[config.mk]
export PLATFORM = sky130hd
export DESIGN_NAME = rtc_bus_scheduler
export DESIGN_NICKNAME = d
export VERILOG_FILES = /design/src/rtl/rtc_bus_scheduler.sv
export SDC_FILE = /design/constraint.sdc
export NUM_CORES = 1
export LEC_CHECK = 0
export ABC_AREA = 1
export BUFFER_PORTS_ARGS = -buffer_cell sky130_fd_sc_hd__buf_2
export CORE_MARGIN = 1
export CORE_UTILIZATION = 39
export DETAILED_ROUTE_END_ITERATION = 6
export PLACE_DENSITY = 0.65
export SETUP_SLACK_MARGIN = 0.02
export SLEW_MARGIN = 20
export SYNTH_ARGS = -nofsm -noshare
export SYNTH_HDL_FRONTEND = slang
export SYNTH_SLANG_ARGS = --single-unit
[constraint.sdc]
create_clock -name clk -period 3.7 [get_ports clk]
set_input_delay 0.555 -clock clk [delete_from_list [all_inputs] [get_ports clk]]
set_output_delay 0.555 -clock clk [all_outputs]
set_load 0.005 [all_outputs]
[src/rtl/rtc_bus_scheduler.sv]
// rtc_bus_scheduler: shares the single RTC bus among stopwatch, edit
// writes and the periodic time/date refresh sweep; one transaction at a time.
module rtc_bus_scheduler #(
    parameter int REFRESH_DIV = 100000,
    parameter int TIMEOUT     = 255
) (
    input  logic       clk,
    input  logic       reset,
    input  logic       crono_req,
    input  logic       wr_req,
    input  logic [7:0] wr_addr,
    input  logic [7:0] wr_data,
    output logic       wr_ack,
    output logic       bus_start,
    output logic       bus_rw,
    output logic [7:0] bus_addr,
    output logic [7:0] bus_wdata,
    input  logic       bus_done,
    input  logic [7:0] bus_rdata,
    output logic [7:0] seg,
    output logic [7:0] min,
    output logic [7:0] hora,
    output logic [7:0] dia,
    output logic [7:0] mes,
    output logic [7:0] anio,
    output logic       busy,
    output logic       sweep_done,
    output logic       err
);

    localparam int RCW = (REFRESH_DIV > 1) ? $clog2(REFRESH_DIV) : 1;
    localparam int TW  = (TIMEOUT > 1) ? $clog2(TIMEOUT + 1) : 1;

    typedef enum logic [1:0] {IDLE, ISSUE, WAIT} state_t;
    typedef enum logic [1:0] {SRC_CRONO, SRC_EDIT, SRC_SWEEP} src_t;

    state_t         state, state_n;
    src_t           src, gsrc;
    logic           gnt, done_ok, tmo;
    logic           crono_pend, sweep_pend;
    logic           crono_any, edit_req, wrap;
    logic [2:0]     idx;
    logic [RCW-1:0] ref_cnt;
    logic [TW-1:0]  to_cnt;

    // a raw crono pulse competes immediately so it beats a same-cycle edit
    assign crono_any = crono_pend | crono_req;
    // mask the ack cycle so a still-high wr_req is not granted twice
    assign edit_req  = wr_req & ~wr_ack;
    assign wrap      = (ref_cnt == RCW'(REFRESH_DIV - 1));
    assign bus_start = (state == ISSUE);
    assign busy      = (state != IDLE);

    always_ff @(posedge clk or posedge reset) begin
        if (reset) state <= IDLE;
        else       state <= state_n;
    end

    always_comb begin
        state_n = state;
        gnt     = 1'b0;
        gsrc    = SRC_SWEEP;
        done_ok = 1'b0;
        tmo     = 1'b0;
        unique case (state)
            IDLE: begin
                gnt = crono_any | edit_req | sweep_pend;
                if (crono_any)     gsrc = SRC_CRONO;
                else if (edit_req) gsrc = SRC_EDIT;
                if (gnt) state_n = ISSUE;
            end
            ISSUE: state_n = WAIT;
            WAIT: begin
                if (bus_done) begin
                    done_ok = 1'b1;
                    state_n = IDLE;
                end else if (to_cnt == TW'(TIMEOUT - 1)) begin
                    tmo     = 1'b1;
                    state_n = IDLE;
                end
            end
            default: state_n = IDLE;
        endcase
    end

    always_ff @(posedge clk or posedge reset) begin
        if (reset) begin
            src        <= SRC_CRONO;
            crono_pend <= 1'b0;
            sweep_pend <= 1'b0;
            idx        <= '0;
            ref_cnt    <= '0;
            to_cnt     <= '0;
            bus_rw     <= 1'b0;
            bus_addr   <= 8'h00;
            bus_wdata  <= 8'h00;
            wr_ack     <= 1'b0;
            sweep_done <= 1'b0;
            err        <= 1'b0;
            seg        <= 8'h00;
            min        <= 8'h00;
            hora       <= 8'h00;
            dia        <= 8'h00;
            mes        <= 8'h00;
            anio       <= 8'h00;
        end else begin
            wr_ack     <= 1'b0;
            sweep_done <= 1'b0;
            err        <= tmo;
            crono_pend <= ((done_ok && src == SRC_CRONO) ? 1'b0 : crono_pend)
                          | crono_req;
            ref_cnt    <= wrap ? '0 : ref_cnt + RCW'(1);
            to_cnt     <= (state == WAIT) ? to_cnt + TW'(1) : '0;

            if (gnt) begin
                src <= gsrc;
                unique case (gsrc)
                    SRC_CRONO: begin
                        bus_rw    <= 1'b0;
                        bus_addr  <= 8'h00;
                        bus_wdata <= 8'h08;
                    end
                    SRC_EDIT: begin
                        bus_rw    <= 1'b0;
                        bus_addr  <= wr_addr;
                        bus_wdata <= wr_data;
                    end
                    default: begin
                        bus_rw    <= 1'b1;
                        bus_addr  <= 8'h21 + {5'b0, idx};
                        bus_wdata <= 8'h00;
                    end
                endcase
            end

            if ((done_ok || tmo) && src == SRC_EDIT) wr_ack <= 1'b1;

            if (done_ok && src == SRC_SWEEP) begin
                unique case (idx)
                    3'd0:    seg  <= bus_rdata;
                    3'd1:    min  <= bus_rdata;
                    3'd2:    hora <= bus_rdata;
                    3'd3:    dia  <= bus_rdata;
                    3'd4:    mes  <= bus_rdata;
                    3'd5:    anio <= bus_rdata;
                    default: ;
                endcase
                if (idx == 3'd5) begin
                    sweep_pend <= 1'b0;
                    sweep_done <= 1'b1;
                    idx        <= '0;
                end else begin
                    idx <= idx + 3'd1;
                end
            end else if (wrap && !sweep_pend) begin
                sweep_pend <= 1'b1;
                idx        <= '0;
            end
        end
    end

endmodule

==> flow_summary.yaml <==
floorplanning:
  start_util_pct: 40.7
  core-area_um2: 11100
  die_w_um: 110
  die_area_um2: 12000
  io_pins: 99
  die_h_um: 110
  fp-row-count: 38
timing:
  worst_slew_pin_slew_ps: 921
  setup_slack_ps: 1890
  max-slew-margin-rel_pct: 38.6
  finClkSkew_ps: 11.3
  rsz0062_at_grt: "false"
  hold_viol_final: 0
  min_period_ps: 1810
  setup_viol: 0
  slew_viol_final: 0
  fin_setup_tns_ps: 0
  period_share_pct: 48.9
  max_freq_ghz: 0.552
pwr:
  total_power_uw: 3240
  clockPowerShare_pct: 28.2
  internal_power_uw: 2150
  leakagePower_uw: 0.00290
  power_frac_comb_pct: 25.7
  p_sw_uw: 1080
  seq_power_share_pct: 46.2
  switching_share_pct: 33.5
  power.density_nw_per_um2: 600
  irDropWorstVdd_mv: 0.437
logic_synthesis:
  syn_area_um2: 4510
  synth-seq-area-share_pct: 56.6
  ys_ff_latch: 102
  syn_nets: 536
  synth_cell_type_count: 24
  synthCells: 499
  yosysWarnings: 0
  syn_area_per_cell_um2: 9.04
final_layout:
  multi_input_area_um2: 1660
  areaGrowthSynthToFinish_pct: 19.5
  fillers: 1036
  diodes: 0
  drive_above_1_share_pct: 23.8
  finalNetCount: 638
  regArea_um2: 2550
routing:
  first_pass_iters: 4
  dr_total_vias: 3565
  post_drt_wl_per_cell_um: 13.1
  ant_nets: 0
  met3WireLength_um: 494
  wl_met1_um: 4580
  wl_met2_um: 4490
  viasPerCell: 4.78
  drt_iter0_markers: 258
  highest_layer: "met4"
  drc: 0
  drt-total-wl_um: 9750
cts:
  cts_buffers: 9
  clockBufferDepth: 2
  cts_tree: "yes"
  cts_resized: 0
  hold_buffers: 0
  clock_latency_ps: 350
  path_clk_slew_ps: 80
  postCtsSetupBuffers: 0
  cts_sinks: 102
  h-tree-depth: 3
  cts_root_buf: "clkbuf_16"
worst_setup_path:
  crit_path_end_kind: "flip-flop"
  crit_arrival_ps: 2100
  required_ps: 3990
  startpoint_type: "flip-flop"
  crit_type: "flip-flop to flip-flop"
  cp_max_fo: 15
placement:
  io_buffers: 98
  gp_congestion: 0.848
  pre_cts_ws_ps: 1680
  dpl.hpwl_um: 7100
grt:
  gr-total-overflow: 0
  grtUsageTotal_pct: 17.2
  grt_pass1_wl_um: 15800
  grt_start_max_net_pins: 77
  grt_pass1_vias: 3349
  grt_antenna_before_repair: 0
run:
  maxCapViolCount: 0
status:
  status: "complete, no violations"
min_path:
  hold_class: "input pin to async pin"
-- per-layer routing --
layer,GRT usage [%],vias up
met5,0,-
met4,7.71,0
met3,3.32,13
met2,27.8,87
met1,22.5,1680
li1,-,1785
-- through the flow --
stage | hold slack [ps] | std cells | utilization (%) | area (um^2)
global placement | 448 | 730 | 46.1 | 5100
finish | 389 | 746 | 48.7 | 5390
CTS | 394 | 746 | 48.7 | 5390
detailed placement | 454 | 730 | 46.1 | 5100
global route | 397 | 746 | 48.7 | 5390
floorplan | 455 | 499 | - | 4510
-- power groups by stage --
stage	Clock, uW	Combinational (uW)	Sequential, uW
2_1_floorplan	0	498	1520
3_3_place_gp	0	824	1510
3_5_place_dp	0	845	1510
4_1_cts	938	850	1490
5_1_grt	983	952	1520
6_report	911	831	1490
-- area by class of cell --
type                       instances  area share [%]
sequential                       102            47.3
clock buffer                       9            4.18
clock inverter                     7            1.16
timing repair buffer             100            9.38
inverter                          54            3.90
tap                              140            3.25
multi-input combinational        334            30.8
-- synthesized netlist by cell type --
library cell	count	area share, %
inv_2	1	0.083
buf_4	1	0.17
buf_6	7	1.7
nor2_1	57	4.7
inv_1	52	4.3
nor2_2	1	0.14
dfrtp_1	102	57
nand2_4	3	0.75
nand3_4	4	1.6
clkinv_4	1	0.19
o21ai_0	29	3.2
nand2_2	1	0.14
nand2_1	139	12
clkbuf_2	1	0.11
a21oi_1	8	0.89
nand4_1	5	0.69
xor2_1	9	1.7
nor2_4	2	0.50
or2_2	1	0.14
o21ai_2	13	2.5
ha_1	8	2.2
o21ai_1	20	2.2
nand3_1	28	3.1
nor3_1	6	0.67
-- state kept, by name (all words and copies together), names as in the netlist, 2 cells and up --
name and flops:
dia 8, state 2, bus_addr 8, idx 3, anio 8, to_cnt 8
mes 8, ref_cnt 17, seg 8, src 2, bus_wdata 8, min 8
hora 8
-- cell usage in the layout (no fill, tap or decap), drive strengths merged --
master    netlist  routed
a21oi           8       8
buf             8     100
clkbuf          1       9
clkinv          1       3
clkinvlp        0       2
dfrtp         102     102
ha              8       8
inv            53      56
nand2         143     143
nand3          32      32
nand4           5       5
nor2           60      60
nor3            6       6
o21ai          62      62
or2             1       1
xor2            9       9
-- logic make-up after synthesis --
group	share of synthesized area, %
AOI/OAI and AO/OA	8.85
xor gates and xnor gates	1.75
adders and majority gates	2.22
buffers and inverters	6.63
DFF	56.6
and+or+nand+nor	24.0
-- worst paths after layout --
kind | from | endpoint | slack (ps) | depth (start not counted)
worst max-delay path | state[1] | bus_addr[0] | 1890 | 5
worst min register to register | bus_addr[6] | bus_addr[6] | 470 | 2
worst max register to register | state[1] | bus_addr[0] | 1890 | 5
worst min-delay path | reset | min[7] | 390 | 2
max in group asynchronous | reset | ref_cnt[0] | 2530 | 3
min in group clk | wr_addr[7] | bus_addr[7] | 410 | 3
-- worst max-delay path, stage by stage, from the launching register on --
cell and delay, ps:
dfrtp_1 430, nor2_1 230, nand2_1 130, nor2_1 710, nand2_1 130, nand3_1 120
(Power assumes the default switching activity.)
